**src/rtl/score_display.sv**
```systemverilog
// -----------------------------------------------------------------------------
// score_display
//   Multi-digit BCD score counter with a best-score register and a registered
//   seven-segment driver for the board HEX displays.
//
//   Parameters
//     NUM_DIGITS     : number of BCD digits / displays (1..6)
//     BLANK_LEADING  : 1 = blank zero digits above the most significant nonzero
//                      digit (digit 0 is never blanked)
//     SEG_ACTIVE_LOW : 1 = segment bit 0 lights the segment, 0 = inverted
//
//   Ports
//     clk        : system clock
//     reset_n    : asynchronous active-low reset
//     inc        : score request, one increment per 0->1 transition
//     clear      : synchronous clear of current score and sticky flags
//     show_best  : 1 = display best score, 0 = display current score
//     score_bcd  : current score, digit i at [4i+3:4i], digit 0 = units
//     best_bcd   : best score since reset
//     new_best   : sticky, best updated since last clear
//     overflow   : sticky, increment requested while saturated at all nines
//     hex        : segments of digit i at [7i+6:7i], bit order g..a
// -----------------------------------------------------------------------------
module score_display #(
  parameter int unsigned NUM_DIGITS     = 3,
  parameter bit          BLANK_LEADING  = 1'b1,
  parameter bit          SEG_ACTIVE_LOW = 1'b1
) (
  input  logic                    clk,
  input  logic                    reset_n,
  input  logic                    inc,
  input  logic                    clear,
  input  logic                    show_best,
  output logic [4*NUM_DIGITS-1:0] score_bcd,
  output logic [4*NUM_DIGITS-1:0] best_bcd,
  output logic                    new_best,
  output logic                    overflow,
  output logic [7*NUM_DIGITS-1:0] hex
);

  localparam int unsigned BcdW = 4 * NUM_DIGITS;
  localparam int unsigned HexW = 7 * NUM_DIGITS;

  // ---------------------------------------------------------------------------
  // Helper functions
  // ---------------------------------------------------------------------------

  // Single digit to segments (g..a). Codes 10..15 never occur internally but
  // fall back to blank so a corrupted digit is visibly dark rather than wrong.
  function automatic logic [6:0] seg_encode(input logic [3:0] digit,
                                            input logic       blank);
    logic [6:0] seg_n;
    case (digit)
      4'd0:    seg_n = 7'b1000000;
      4'd1:    seg_n = 7'b1111001;
      4'd2:    seg_n = 7'b0100100;
      4'd3:    seg_n = 7'b0110000;
      4'd4:    seg_n = 7'b0011001;
      4'd5:    seg_n = 7'b0010010;
      4'd6:    seg_n = 7'b0000010;
      4'd7:    seg_n = 7'b1111000;
      4'd8:    seg_n = 7'b0000000;
      4'd9:    seg_n = 7'b0010000;
      default: seg_n = 7'b1111111;
    endcase
    if (blank) seg_n = 7'b1111111;
    return SEG_ACTIVE_LOW ? seg_n : ~seg_n;
  endfunction

  // Whole-number encode with leading-zero blanking. Walks from the MSD down,
  // tracking whether every digit so far (inclusive) has been zero.
  function automatic logic [HexW-1:0] encode_all(input logic [BcdW-1:0] bcd);
    logic [HexW-1:0] segs;
    logic            upper_zero;
    segs       = '0;
    upper_zero = 1'b1;
    for (int i = NUM_DIGITS - 1; i >= 0; i--) begin
      upper_zero = upper_zero && (bcd[4*i +: 4] == 4'd0);
      segs[7*i +: 7] = seg_encode(bcd[4*i +: 4],
                                  BLANK_LEADING && upper_zero && (i != 0));
    end
    return segs;
  endfunction

  // BCD +1 with ripple carry; an all-nines input wraps to zero (callers
  // saturate before using the result in that case).
  function automatic logic [BcdW-1:0] bcd_increment(input logic [BcdW-1:0] bcd);
    logic [BcdW-1:0] result;
    logic            carry;
    result = bcd;
    carry  = 1'b1;
    for (int i = 0; i < NUM_DIGITS; i++) begin
      if (carry) begin
        if (bcd[4*i +: 4] == 4'd9) begin
          result[4*i +: 4] = 4'd0;
        end else begin
          result[4*i +: 4] = bcd[4*i +: 4] + 4'd1;
          carry            = 1'b0;
        end
      end
    end
    return result;
  endfunction

  function automatic logic bcd_all_nines(input logic [BcdW-1:0] bcd);
    logic nines;
    nines = 1'b1;
    for (int i = 0; i < NUM_DIGITS; i++) begin
      nines = nines && (bcd[4*i +: 4] == 4'd9);
    end
    return nines;
  endfunction

  // Display pattern for an all-zero source: "0" on digit 0, leading digits
  // blank or "0" depending on BLANK_LEADING.
  localparam logic [HexW-1:0] HexReset = encode_all('0);

  // ---------------------------------------------------------------------------
  // State
  // ---------------------------------------------------------------------------
  logic            inc_q;
  logic [BcdW-1:0] score_q,    score_d;
  logic [BcdW-1:0] best_q,     best_d;
  logic            new_best_q, new_best_d;
  logic            overflow_q, overflow_d;
  logic [HexW-1:0] hex_q,      hex_d;

  logic            inc_event;
  logic [BcdW-1:0] score_plus1;
  logic            saturated;

  assign inc_event   = inc & ~inc_q;
  assign score_plus1 = bcd_increment(score_q);
  assign saturated   = bcd_all_nines(score_q);

  // ---------------------------------------------------------------------------
  // Next-state logic
  // ---------------------------------------------------------------------------
  always_comb begin
    // NOTE: every signal driven here gets a default first, so no path through
    // the if/else leaves it unassigned and no latch is inferred.
    score_d    = score_q;
    best_d     = best_q;
    new_best_d = new_best_q;
    overflow_d = overflow_q;

    if (clear) begin
      score_d    = '0;
      new_best_d = 1'b0;
      overflow_d = 1'b0;
    end else if (inc_event) begin
      if (saturated) begin
        overflow_d = 1'b1;
      end else begin
        score_d = score_plus1;
        // Valid BCD with MSD at the top compares correctly as plain unsigned.
        if (score_plus1 > best_q) begin
          best_d     = score_plus1;
          new_best_d = 1'b1;
        end
      end
    end

    // Display registers the current state, so hex trails score by one cycle.
    hex_d = encode_all(show_best ? best_q : score_q);
  end

  // ---------------------------------------------------------------------------
  // Registers
  // ---------------------------------------------------------------------------
  // NOTE: sequential state uses non-blocking assignments so every register
  // samples the pre-edge values regardless of statement order.
  always_ff @(posedge clk or negedge reset_n) begin
    if (!reset_n) begin
      inc_q      <= 1'b0;
      score_q    <= '0;
      best_q     <= '0;
      new_best_q <= 1'b0;
      overflow_q <= 1'b0;
      hex_q      <= HexReset;
    end else begin
      inc_q      <= inc;   // tracks inc even during clear
      score_q    <= score_d;
      best_q     <= best_d;
      new_best_q <= new_best_d;
      overflow_q <= overflow_d;
      hex_q      <= hex_d;
    end
  end

  assign score_bcd = score_q;
  assign best_bcd  = best_q;
  assign new_best  = new_best_q;
  assign overflow  = overflow_q;
  assign hex       = hex_q;

endmodule

```
**config.mk**
```make
export PLATFORM = sky130hd
export DESIGN_NAME = score_display
export DESIGN_NICKNAME = d
export VERILOG_FILES = /design/src/rtl/score_display.sv
export SDC_FILE = /design/constraint.sdc
export NUM_CORES = 1
export LEC_CHECK = 0
export ABC_CLOCK_PERIOD_IN_PS = 6300
export CAP_MARGIN = 20
export CORE_ASPECT_RATIO = 0.8
export CORE_MARGIN = 3
export CORE_UTILIZATION = 30
export DETAILED_ROUTE_END_ITERATION = 12
export PLACE_DENSITY = 0.55
export SYNTH_ARGS = -nofsm -noshare
export SYNTH_HDL_FRONTEND = slang
export SYNTH_SLANG_ARGS = --single-unit
export TNS_END_PERCENT = 20
```
**constraint.sdc**
```tcl
create_clock -name clk -period 6.3 [get_ports clk]
set_input_delay 0.63 -clock clk [delete_from_list [all_inputs] [get_ports clk]]
set_output_delay 0.63 -clock clk [all_outputs]
set_load 0.005 [all_outputs]
```
Yosys cells after proc, flatten, opt, wreduce, memory -nomap -nowiden
Memories as Yosys holds them, arrays and structs flattened. A register that Yosys moved wholly into a read port is not among the register bits.
Cells that the tools add are included.
W data, S select, Z words.
{"block": "totals", "memories": 3, "rom_bits": 336, "input_bits": 5, "reg_bits": 48}
{"memory": "(name not given)", "depth": 16, "width": 7, "read_ports": 1, "rd_ports_with_merged_regs": 0, "wr": 0, "line_no": "53", "source": "case (digit)"}
{"memory": "(name not given)", "depth": 16, "width": 7, "read_ports": 1, "rd_ports_with_merged_regs": 0, "wr": 0, "line_no": "53"}
{"memory": "(name not given)", "depth": 16, "width": 7, "read_ports": 1, "rd_ports_with_merged_regs": 1, "wr": 0, "line_no": "53"}
{"block": "op_classes", "n_eq_ne": 4, "addsub": 3, "reduce_logical": 13, "muxes": 21, "bitwise_logic": 4, "n_lt_le_gt_ge": 1}
{"op": "$mux W12", "n": 4}
{"op": "$mux W4", "n": 5}
{"op": "$mux W7", "n": 2}
{"op": "$add A4 B1 Y4 const B", "n": 3}
{"op": "$eq A4 B4 Y1 const B", "n": 3}
{"op": "$gt A12 B12 Y1", "n": 1}
{"op": "$mux W1", "n": 10}
{"op": "$logic_not A4 Y1", "n": 2}
{"op": "$reduce_bool A2 Y1", "n": 3}
{"op": "$reduce_and A2 Y1", "n": 2}
{"op": "$reduce_and A4 Y1", "n": 1}
{"op": "$logic_and A1 B1 Y1", "n": 3}
{"op": "$not A1 Y1", "n": 3}
{"op": "$reduce_and A3 Y1", "n": 1}
{"op": "$ne A2 B2 Y1 const B", "n": 1}
{"op": "$and A1 B1 Y1", "n": 1}
{"op": "$logic_not A1 Y1", "n": 1}

Depth between registers and ports, before layout
Gate-level depths: netlist (run 1).
{"block": "depth", "ltp_word": 9, "mapped_depth": 13}

Worst setup path after synthesis (run 1)
No wires, ideal clock.
{"block": "synth_path", "kind": "register to register", "from": "reg score_q[1], in the netlist score_bcd[1]", "to": "reg best_q[10], in the netlist best_bcd[10]", "path_stages_with_launch": 13, "period_less_slack_ps": 2924, "setup_ps": 125, "arrival_time_ps": 2799, "setup_slack_ps": 3376, "t_required_ps": 6175, "path_cell_list": "dfrtp_1 > buf_2 > nor4bb_1 > buf_2 > nand2_1 > o21ai_0 > o31ai_1 > ha_1 > nand4_1 > a211o_1 > a31oi_4 > buf_12 > mux2_4"}
{"block": "synth_between", "elab_chain_len": 6}
{"element": "start: declaration", "line_no": "122", "source": "logic [BcdW-1:0] score_q, score_d;"}
{"element": "start signal: assignment", "line_no": "183", "source": "score_q <= score_d;"}
{"element": "$eq A4 B4 Y1", "line_no": "94", "source": "if (bcd[4*i +: 4] == 4'd9) begin"}
{"element": "$mux W1", "line_no": "94"}
{"element": "$mux W1", "line_no": "93", "source": "if (carry) begin"}
{"element": "$mux W4", "line_no": "93"}
{"element": "named net score_plus1[11]", "line_no": "129", "source": "logic [BcdW-1:0] score_plus1;"}
{"element": "$gt A12 B12 Y1", "line_no": "157", "source": "if (score_plus1 > best_q) begin"}
{"element": "$reduce_and A4 Y1 (no source line)"}
{"element": "end signal: assignment", "line_no": "184", "source": "best_q <= best_d;"}
{"element": "end: declaration", "line_no": "123", "source": "logic [BcdW-1:0] best_q, best_d;"}
The timed path passes the listed nets, and every way through them passes these cells.
A chain may end at the register's enable or synchronous reset.

Worst setup path after layout (run 1)
{"block": "layout_path", "from": "reg score_q[8], in the netlist score_bcd[8]", "to": "reg best_q[3], in the netlist best_bcd[3]"}
{"block": "layout_between", "elab_chain_len": 5}
{"element": "$add A4 B1 Y4 or $eq A4 B4 Y1 (tied branches)", "line_no": "97, 94"}
{"element": "$mux W4 (*)", "line_no": "94"}
{"element": "$mux W4 (*)", "line_no": "93"}
{"element": "named net score_plus1[11]", "line_no": "129"}
{"element": "$gt A12 B12 Y1 (*)", "line_no": "157"}
{"element": "$reduce_and A4 Y1 (no source line) (*)"}
Mark *: on every way through the listed nets, which the timed path passes. The rest lies on a longest branch.

==> results of run 1 <==
[state kept, by name, summed over array words and instances (netlist names)]
name and cells:
overflow 1, new_best 1, best_bcd 12, score_bcd 12, hex 21, inc_q 1
[power groups by stage]
stage / registers (W) / logic [W] / clock network [W]
after detailed placement: 0.000351 / 0.000142 / 0
after CTS: 0.000346 / 0.000143 / 0.000315
after global placement: 0.000351 / 0.000140 / 0
final: 0.000346 / 0.000141 / 0.000308
after global routing: 0.000349 / 0.000159 / 0.000333
after floorplan: 0.000350 / 0.0000780 / 0
[worst reg2reg max path, stage by stage (launching register included)]
cell and delay, ps:
dfrtp_1 520, ha_1 200, and3b_1 390, and2b_2 260
o21ai_0 140, o31ai_1 140, ha_1 320, nand4_1 150
a211o_1 340, a31oi_4 540, mux2_2 410
[worst paths after layout]
check                                               from                  endpoint  slack (ps)  cells after the start
worst max-delay path            score_bcd[8]$_DFFE_PN0P_   best_bcd[3]$_DFFE_PN0P_        2790                     10
worst min register to register      overflow$_DFFE_PN0P_      overflow$_DFFE_PN0P_         520                      2
worst min-delay path                             reset_n  score_bcd[7]$_DFFE_PN0P_         450                      2
max in group asynchronous                        reset_n  score_bcd[8]$_DFFE_PN0P_        5440                      2
min in group clk                    overflow$_DFFE_PN0P_      overflow$_DFFE_PN0P_         520                      2
worst max register to register  score_bcd[8]$_DFFE_PN0P_   best_bcd[3]$_DFFE_PN0P_        2790                     10
[cell usage in the layout (no fill, tap or decap), types with 2 or more instances in the layout]
cell,count
a22oi_1,2
a31oi_1,2
nand3_1,6
inv_1,23
o211ai_1,2
nand3b_1,2
nor3_1,4
nand4_1,4
o21ai_0,20
clkbuf_16,5
nor2_1,19
mux2_2,12
dfrtp_1,33
mux2_4,8
nand2b_1,5
a21oi_1,22
mux2i_1,10
a21o_1,2
nand2_1,20
ha_1,31
clkdlybuf4s50_1,50
xnor2_1,3
buf_4,2
a211oi_1,2
a22o_2,8
and3b_1,2
dfstp_2,15
o22ai_1,3
o31ai_1,3
[logic make-up after synthesis]
logic type,Yosys count,synth area share
AO/OA/AOI/OAI,73,0.166
AND/OR/NAND/NOR,70,0.116
flip-flops,48,0.406
buffers and inverters,35,0.0533
adder cells (fa/ha/maj),31,0.129
multiplexers,30,0.118
XOR/XNOR,4,0.0117
[stage by stage]
step | util | cells | hold WS (ps) | setup WS (ps)
after detailed placement | 0.374 | 468 | 505 | 2810
after floorplan | - | 291 | 334 | 3380
after CTS | 0.391 | 476 | 472 | 2790
after global placement | 0.374 | 468 | 487 | 2850
final | 0.391 | 476 | 450 | 2790
after global routing | 0.391 | 476 | 505 | 2590
[layer usage]
| metal | routed length (µm) | part of all wire | vias up |
|---|---|---|---|
| li1 | - | - | 1128 |
| met1 | 3430 | 0.49 | 1123 |
| met2 | 3150 | 0.45 | 51 |
| met3 | 309 | 0.044 | 9 |
| met4 | 95 | 0.014 | 0 |
| met5 | 0 | 0 | - |
[area by class of cell]
cell class,instances,area share
Clock buffer,5,0.0330
Clock inverter,3,0.0122
Inverter,23,0.0228
Multi-Input combinational cell,208,0.428
Sequential cell,48,0.322
Tap cell,136,0.0449
Timing Repair Buffer,53,0.137
==> reports/qor.txt, run 1 <==
status -> complete, no violations
# IOs -> 52
Die Y -> 95.5 µm
# setup viols final -> 0
IO Port Bufs -> 51
Initial DRC Count -> 131
Synth top cells by count -> dfrtp_1 (33), ha_1 (31), inv_1 (23), a21oi_1 (22)
GR Util All Layers -> 0.131
number of synthesized flops with an enable pin -> 0
endpoints failing hold -> 0
Max Buffers Root-to-Sink -> 2
syn nets -> 327
H-tree lvl count -> 2
fmax -> 285 MHz
syn avg cell area -> 10.3 µm²
met3 global-route usage -> 0.0368
CTS sink cnt -> 48
Final period util -> 0.558
Net Sw Power -> 0.000197 W
combinational share of power -> 0.177
worst hold path class -> in2async
wire length per cell -> 14.7 µm
Startpoint Class -> flop
share of post-route cells with drive strength above 1 -> 0.174
peak supply drop -> 0.131 mV
sw frac -> 0.248
total power -> 0.000794 W
DRC viols -> 0
DR vias -> 2311
total wire length -> 6980 µm
P&R area growth vs syn -> 26.2%
first drt pass iteration count -> 5
clock power share -> 0.388
commonest register cell after synthesis -> dfrtp_1
GRT overflow -> 0
Std-Cell Rows -> 32
hold_buf cts -> 0
Critical Path AT -> 3690 ps
Post-DRT Antenna Nets -> 0
Worst Path Max Fanout -> 13
Async SR Flop Fraction -> 1.00
number of synthesized register bits -> 48
initial core utilization -> 0.310
Mapped Area -> 0.00300 mm²
antenna violations before repair -> 0
root cell of the clock tree -> clkbuf_16
total CTS buffers -> 5
pin count of the biggest net entering global routing -> 49
Mapped Cells -> 291
post_cts resized -> 0
gpl congestion -> 0.850
power per cell area -> 209 mW/mm²
CP max stage cell -> a31oi_4
Worst-Margin Slew -> 1010 ps
min Tclk post-route -> 3510 ps
final slew viol count -> 0
Reg area -> 0.00122 mm²
setup_tns -> 0 ps
post-route cell area -> 0.00379 mm²
Yosys warning total -> 0
sequential-to-total area share from yosys stat -> 0.406
most area-hungry cell type in the Yosys netlist -> dfrtp_1
Fill cells -> 971
Worst-path clk slew -> 70 ps
die footprint -> 0.0113 mm²
count leader, synth -> dfrtp_1
NumNets Final -> 375
area of the multi-input gates -> 0.00162 mm²
Cell Int Power -> 0.000598 W
Placed Area -> 0.00362 mm²
Worst Skew -> 5.57 ps
kind of critical path -> reg2reg
Pleak -> 1.61 nW
worst skew pair latency -> 290 ps
max_cap viols -> 0
Reg power frac -> 0.435
Crit. End Element -> flop
post-CTS setup repair buffer count -> 0
core area -> 0.00969 mm²
Netlist cell types -> 46
GRT busiest layer -> met2
CP bufs+invs -> 0
Die Width -> 118 µm
GR Util met1 -> 0.172
grt met2 use -> 0.213
hpwl dp -> 5050 µm
crit-path most repeated cell -> ha_1
RSZ-0062 raised after global routing -> false
Worst EP required -> 6470 ps
relative slew slack -> 0.323
CTS tree -> built
vias in the first global route -> 2305
first-pass GRT wire length -> 11700 µm
CP top delay family -> compound AO/OA/AOI/OAI gates
slowest stage delay, CP -> 540 ps
Synth area leaders -> dfrtp_1 (27%), dfstp_2 (13%), ha_1 (13%), mux2_2 (4.5%), mux2_4 (4.0%)
Antenna diodes -> 0
critical path cell sequence -> ha_1, and3b_1, and2b_2, o21ai_0, o31ai_1, ha_1, nand4_1, a211o_1, a31oi_4, mux2_2
post-synth top area share -> 0.275
Vias/cell -> 4.86
(Power assumes the default switching activity.)
==> run 2: changes to the inputs <==
--- a/config.mk
+++ b/config.mk
@@ -5,13 +5,13 @@
 export SDC_FILE = /design/constraint.sdc
 export NUM_CORES = 1
 export LEC_CHECK = 0
-export ABC_CLOCK_PERIOD_IN_PS = 6300
+export ABC_CLOCK_PERIOD_IN_PS = 3200
 export CAP_MARGIN = 20
 export CORE_ASPECT_RATIO = 0.8
 export CORE_MARGIN = 3
 export CORE_UTILIZATION = 30
 export DETAILED_ROUTE_END_ITERATION = 12
-export PLACE_DENSITY = 0.55
+export PLACE_DENSITY = 0.57
 export SYNTH_ARGS = -nofsm -noshare
 export SYNTH_HDL_FRONTEND = slang
 export SYNTH_SLANG_ARGS = --single-unit
==> constraint.sdc (replaced) <==
create_clock -name clk -period 3.2 [get_ports clk]
set_input_delay 0.32 -clock clk [delete_from_list [all_inputs] [get_ports clk]]
set_output_delay 0.32 -clock clk [all_outputs]
set_load 0.005 [all_outputs]
==> run 2 against run 1 <==
Worst setup slack worse by 2600 ps. Sequential cell count stayed put. Non-clock buffer count is 29 higher. Fmax is 17% higher. Via count is 3.6% higher. Global-route usage is 0.45 points lower. Combinational power is 110% higher. Wire length is 0.39% lower. Worst hold slack worse by 260 ps. Critical path depth is 2 higher. Clock skew is 3.9 ps higher. Register-to-register slack worse by 2600 ps. Critical endpoint is now best_bcd[1]$_DFFE_PN0P_.
==> reports/qor.txt, run 2 (same netlist as run 1, synthesis figures left out) <==
status -> complete, no violations
Antenna diodes -> 0
R2R Path End -> best_bcd[1]$_DFFE_PN0P_
Final period util -> 0.936
antenna violations before repair -> 0
worst setup path start -> score_bcd[9]$_DFFE_PN0P_
max_cap viols -> 0
wire length per cell -> 13.8 µm
final slew viol count -> 0
# IOs -> 52
CP endpoint -> best_bcd[1]$_DFFE_PN0P_
core area -> 0.00969 mm²
Worst R2R Path Depth -> 12
worst skew pair latency -> 290 ps
Vias/cell -> 4.74
GRT overflow -> 0
Die Width -> 118 µm
hold slack -> 187 ps
CTS tree -> built
P&R area growth vs syn -> 34.1%
Worst Path Max Fanout -> 6
CTS sink cnt -> 48
worst hold path class -> in2async
gpl congestion -> 0.826
kind of critical path -> reg2reg
share of post-route cells with drive strength above 1 -> 0.252
total power -> 0.00157 W
Placed Area -> 0.00379 mm²
FF-to-FF Start -> score_bcd[9]$_DFFE_PN0P_
DRC viols -> 0
Worst-Margin Slew -> 954 ps
initial core utilization -> 0.310
Startpoint Class -> flop
most frequent cells in the layout -> clkdlybuf4s50_1 (50), dfrtp_1 (32), ha_1 (31), buf_4 (29), inv_1 (23)
Initial DRC Count -> 134
Worst-path clk slew -> 70 ps
hpwl dp -> 5270 µm
Crit. End Element -> flop
root cell of the clock tree -> clkbuf_16
NumNets Final -> 404
IO Port Bufs -> 51
most common cell after layout, fill and taps aside -> clkdlybuf4s50_1
min Tclk post-route -> 2990 ps
relative slew slack -> 0.364
DR vias -> 2395
number of flip-flops in the largest register -> 21
first drt pass iteration count -> 4
H-tree lvl count -> 2
die footprint -> 0.0113 mm²
Die Y -> 95.5 µm
Post-DRT Antenna Nets -> 0
Max Buffers Root-to-Sink -> 2
power per cell area -> 391 mW/mm²
fmax -> 334 MHz
first-pass GRT wire length -> 11500 µm
Worst Skew -> 9.44 ps
pin count of the biggest net entering global routing -> 43
GR Util All Layers -> 0.126
Critical Path AT -> 3170 ps
Std-Cell Rows -> 32
Worst EP required -> 3380 ps
Worst R2R Setup Slack -> 210 ps
vias in the first global route -> 2303
total wire length -> 6950 µm
endpoints failing hold -> 0
total CTS buffers -> 5
# setup viols final -> 0
post-route cell area -> 0.00403 mm²
peak supply drop -> 0.225 mV
Pleak -> 1.77 nW
[run 2: cell types whose count changed in the layout (fill, tap and decap cells not counted), moves of 2 or more]
cell,previous run,this run
buf_4,2,29
buf_6,0,2
o21ai_0,20,18
o21ai_1,0,2
[run 2: critical path: stages (launching register included)]
cell and delay, ps:
dfrtp_2 440, inv_1 70, ha_1 130, and3b_2 240, and2b_2 220, o21ai_0 140
o31ai_1 110, ha_1 300, nand4_1 150, a211o_1 300, a31oi_4 290, buf_4 160
mux2_2 330
[run 2: where the power goes]
group	leakage, nW	total [W]	internal (W)	switching (W)
sequential	0.599	0.000677	0.000655	0.0000218
combinational	1.09	0.000301	0.000165	0.000137
clock	0.0798	0.000597	0.000367	0.000229
total	1.77	0.00157	0.00119	0.000388
[run 2: stage by stage]
step / utilization / worst slack (ps) / TNS, ps / instances
2_1_floorplan: - / 276 / 0 / 291
3_3_place_gp: 0.391 / 177 / 0 / 490
3_5_place_dp: 0.391 / 142 / 0 / 490
4_1_cts: 0.408 / 108 / 0 / 498
5_1_grt: 0.416 / -29.6 / -67.0 / 505
6_report: 0.416 / 206 / 0 / 505
[run 2: how the worst min path moves through the flow]
stage,cells after the start,start,endpoint
after floorplan,0,reset_n,best_bcd[0]$_DFFE_PN0P_
after detailed placement,1,new_best$_DFFE_PN0P_,new_best$_DFFE_PN0P_
after global placement,2,overflow$_DFFE_PN0P_,overflow$_DFFE_PN0P_
after global routing,1,reset_n,inc_q$_DFF_PN0_
final,1,reset_n,best_bcd[10]$_DFFE_PN0P_
after CTS,1,reset_n,inc_q$_DFF_PN0_
[run 2: what timing repair did]
| action | 4_1_cts | 5_1_grt |
|---|---|---|
| gates resized for setup | 0 | 9 |
| buffers inserted | 0 | 7 |
| endpoints found under the setup margin | 0 | 8 |
| endpoints found under the hold margin | 0 | 0 |
| hold buffers | 0 | 0 |
[run 2: layer usage]
layer  track usage  part of all wire
met2         0.203              0.44
met1         0.171              0.49
met3        0.0332             0.064
met5             0                 0
met4        0.0322            0.0093
[run 2: cell type report]
cell class              count  area [µm²]
clock buffers               5         125
clock inverters             3        42.5
fillers                   957        5660
inverters                  23        86.3
multi-input cells         208        1640
flip-flops and latches     48        1220
well taps                 136         170
repair buffers             82         746
==> run 3: changes to the inputs <==
--- a/config.mk
+++ b/config.mk
@@ -5,6 +5,7 @@
 export SDC_FILE = /design/constraint.sdc
 export NUM_CORES = 1
 export LEC_CHECK = 0
+export ABC_AREA = 1
 export ABC_CLOCK_PERIOD_IN_PS = 3200
 export CAP_MARGIN = 20
 export CORE_ASPECT_RATIO = 0.8
==> run 3 against run 2 <==
The flow now finishes with violations (negative hold slack). Via count grew 7.5%. Design area decreased by 3.8%. Largest power group unchanged. Utilization decreased by 1.9 points. Final cell count is 12% higher. Fmax grew 9.7%. Synthesized cell count grew 29%. Register-to-register slack better by 260 ps. Sequential cell count unchanged. Clock skew decreased by 6.4 ps. Largest cell class unchanged.
==> reports/qor.txt, run 3 <==
status -> complete, but fails checks
failing checks -> negative hold slack
H-tree lvl count -> 2
Die Width -> 119 µm
Synth top cells by count -> nand2_1 (99), inv_1 (56), nand3_1 (34), dfrtp_1 (33), ha_1 (31)
Startpoint Class -> flop
Worst Path Max Fanout -> 13
Synth area leaders -> dfrtp_1 (27%), dfstp_2 (13%), ha_1 (13%), nand2_1 (12%), inv_1 (6.9%)
final slew viol count -> 0
# setup viols final -> 0
Post-DRT Antenna Nets -> 0
share of post-route cells with drive strength above 1 -> 0.130
DRC viols -> 0
syn avg cell area -> 8.10 µm²
sequential-to-total area share from yosys stat -> 0.401
worst skew pair latency -> 290 ps
antenna violations before repair -> 0
post-CTS setup repair buffer count -> 0
CP top delay family -> simple AND/OR/NAND/NOR gates
placed cells -> 560
total power -> 0.00179 W
CP max stage cell -> dfrtp_1
Async SR Flop Fraction -> 1.00
critical path cell sequence -> inv_1, ha_1, nand3_1, nor2_4, nand2_1, o21ai_0, inv_1, ha_1, nand2_1, nor2_1, nand2_1, inv_1, nand2_1, nand3_2, nand2_4, nand2_1, nand2_1
count leader, synth -> nand2_1
Worst-Margin Slew -> 646 ps
CP bufs+invs -> 3
GRT overflow -> 0
core area -> 0.00977 mm²
Reg area -> 0.00122 mm²
pin count of the biggest net entering global routing -> 44
Die Y -> 96.1 µm
Worst Skew -> 3.03 ps
vias in the first global route -> 2467
Vias/cell -> 4.53
first drt pass iteration count -> 4
Mapped Area -> 0.00304 mm²
Yosys warning total -> 0
number of synthesized register bits -> 48
most area-hungry cell type in the Yosys netlist -> dfrtp_1
GR Util All Layers -> 0.132
RSZ-0062 raised after global routing -> false
min Tclk post-route -> 2730 ps
relative slew slack -> 0.568
commonest register cell after synthesis -> dfrtp_1
power per cell area -> 463 mW/mm²
Netlist cell types -> 32
IO Port Bufs -> 51
number of flip-flops in the largest register -> 21
slowest stage delay, CP -> 440 ps
hpwl dp -> 5620 µm
Std-Cell Rows -> 32
# IOs -> 52
worst hold path class -> in2async
Worst EP required -> 3370 ps
area of the multi-input gates -> 0.00155 mm²
die footprint -> 0.0114 mm²
Finished Layout Cells -> 568
DR vias -> 2575
most frequent cells in the layout -> nand2_1 (99), inv_1 (56), clkdlybuf4s50_1 (50), nand3_1 (33), dfrtp_1 (33)
most common cell after layout, fill and taps aside -> nand2_1
hold slack -> -10.8 ps
initial core utilization -> 0.312
Antenna diodes -> 0
Initial DRC Count -> 102
total CTS buffers -> 5
final core utilization -> 0.397
number of synthesized flops with an enable pin -> 0
endpoints failing hold -> 10
Critical Path AT -> 2900 ps
hold_buf cts -> 0
Max Buffers Root-to-Sink -> 2
syn nets -> 412
peak supply drop -> 0.263 mV
total wire length -> 7220 µm
Worst-path clk slew -> 60 ps
P&R area growth vs syn -> 27.3%
gpl congestion -> 0.830
wire length per cell -> 12.7 µm
first-pass GRT wire length -> 12200 µm
Final period util -> 0.853
Mapped Cells -> 376
CTS tree -> built
crit-path most repeated cell -> nand2_1
Pleak -> 1.89 nW
fmax -> 366 MHz
Crit. End Element -> flop
kind of critical path -> reg2reg
CTS sink cnt -> 48
max_cap viols -> 0
setup_tns -> 0 ps
post-synth top area share -> 0.271
root cell of the clock tree -> clkbuf_16
NumNets Final -> 468
Fill cells -> 1054
## run 3: worst paths after layout
kind / start / endpoint / slack (ps) / depth (start not counted)
worst max-delay path: score_bcd[5]$_DFFE_PN0P_ / best_bcd[5]$_DFFE_PN0P_ / 470 / 17
worst min register to register: overflow$_DFFE_PN0P_ / overflow$_DFFE_PN0P_ / 500 / 1
worst max register to register: score_bcd[5]$_DFFE_PN0P_ / best_bcd[5]$_DFFE_PN0P_ / 470 / 17
worst min-delay path: reset_n / score_bcd[6]$_DFFE_PN0P_ / -10 / 1
min in group clk: overflow$_DFFE_PN0P_ / overflow$_DFFE_PN0P_ / 500 / 1
max in group asynchronous: reset_n / hex[19]$_DFF_PN1_ / 2480 / 3
## run 3: final cells by class
class,count,area share
multi-input cells,263,0.401
flip-flops and latches,48,0.315
repair buffers,56,0.143
inverters,58,0.0562
well taps,136,0.0439
clock buffers,6,0.0333
clock inverters,1,0.00775
## run 3: metrics by stage
stage | cell area, µm² | hold slack, ps | setup WS [ps]
finish | 3870 | -10.8 | 470
global route | 3870 | 27.1 | 128
CTS | 3850 | 268 | 281
detailed placement | 3690 | 487 | 297
global placement | 3690 | 486 | 425
floorplan | 3040 | 24.4 | 803
## run 3: logic make-up (layout without fill, tap and decap cells)
group	after synthesis	in the layout	share of synthesized area
flip-flops	48	48	0.401
AND/OR/NAND/NOR	165	165	0.245
buffers and inverters	65	121	0.0912
AO/OA/AOI/OAI	67	67	0.136
adder cells (fa/ha/maj)	31	31	0.127
## run 3: worst register-to-register path, stage by stage (launching register included)
cell and delay, ps:
dfrtp_1 440, inv_1 140, ha_1 190, nand3_1 170
nor2_4 240, nand2_1 70, o21ai_0 70, inv_1 100
ha_1 280, nand2_1 60, nor2_1 140, nand2_1 80
inv_1 60, nand2_1 60, nand3_2 220, nand2_4 160
nand2_1 90, nand2_1 50
## run 3: per-layer routing
layer | global-route usage | part of all wire | vias up
met2 | 0.208 | 0.42 | 54
met5 | 0 | 0 | -
met3 | 0.0282 | 0.042 | 4
met4 | 0.0357 | 0.0076 | 0
met1 | 0.185 | 0.53 | 1187
li1 | - | - | 1330
## run 3: what timing repair did
action / in CTS / in global routing
endpoints found under the setup margin: 0 / 13
gates resized for setup: 0 / 1
hold endpoints to repair: 0 / 0
## run 3: where the power goes
part / leakage (nW) / switching (W) / internal [W] / total (W)
logic: 1.21 / 0.000249 / 0.000212 / 0.000461
registers: 0.602 / 0.0000409 / 0.000701 / 0.000742
clock network: 0.0769 / 0.000225 / 0.000365 / 0.000590
total: 1.89 / 0.000515 / 0.00128 / 0.00179
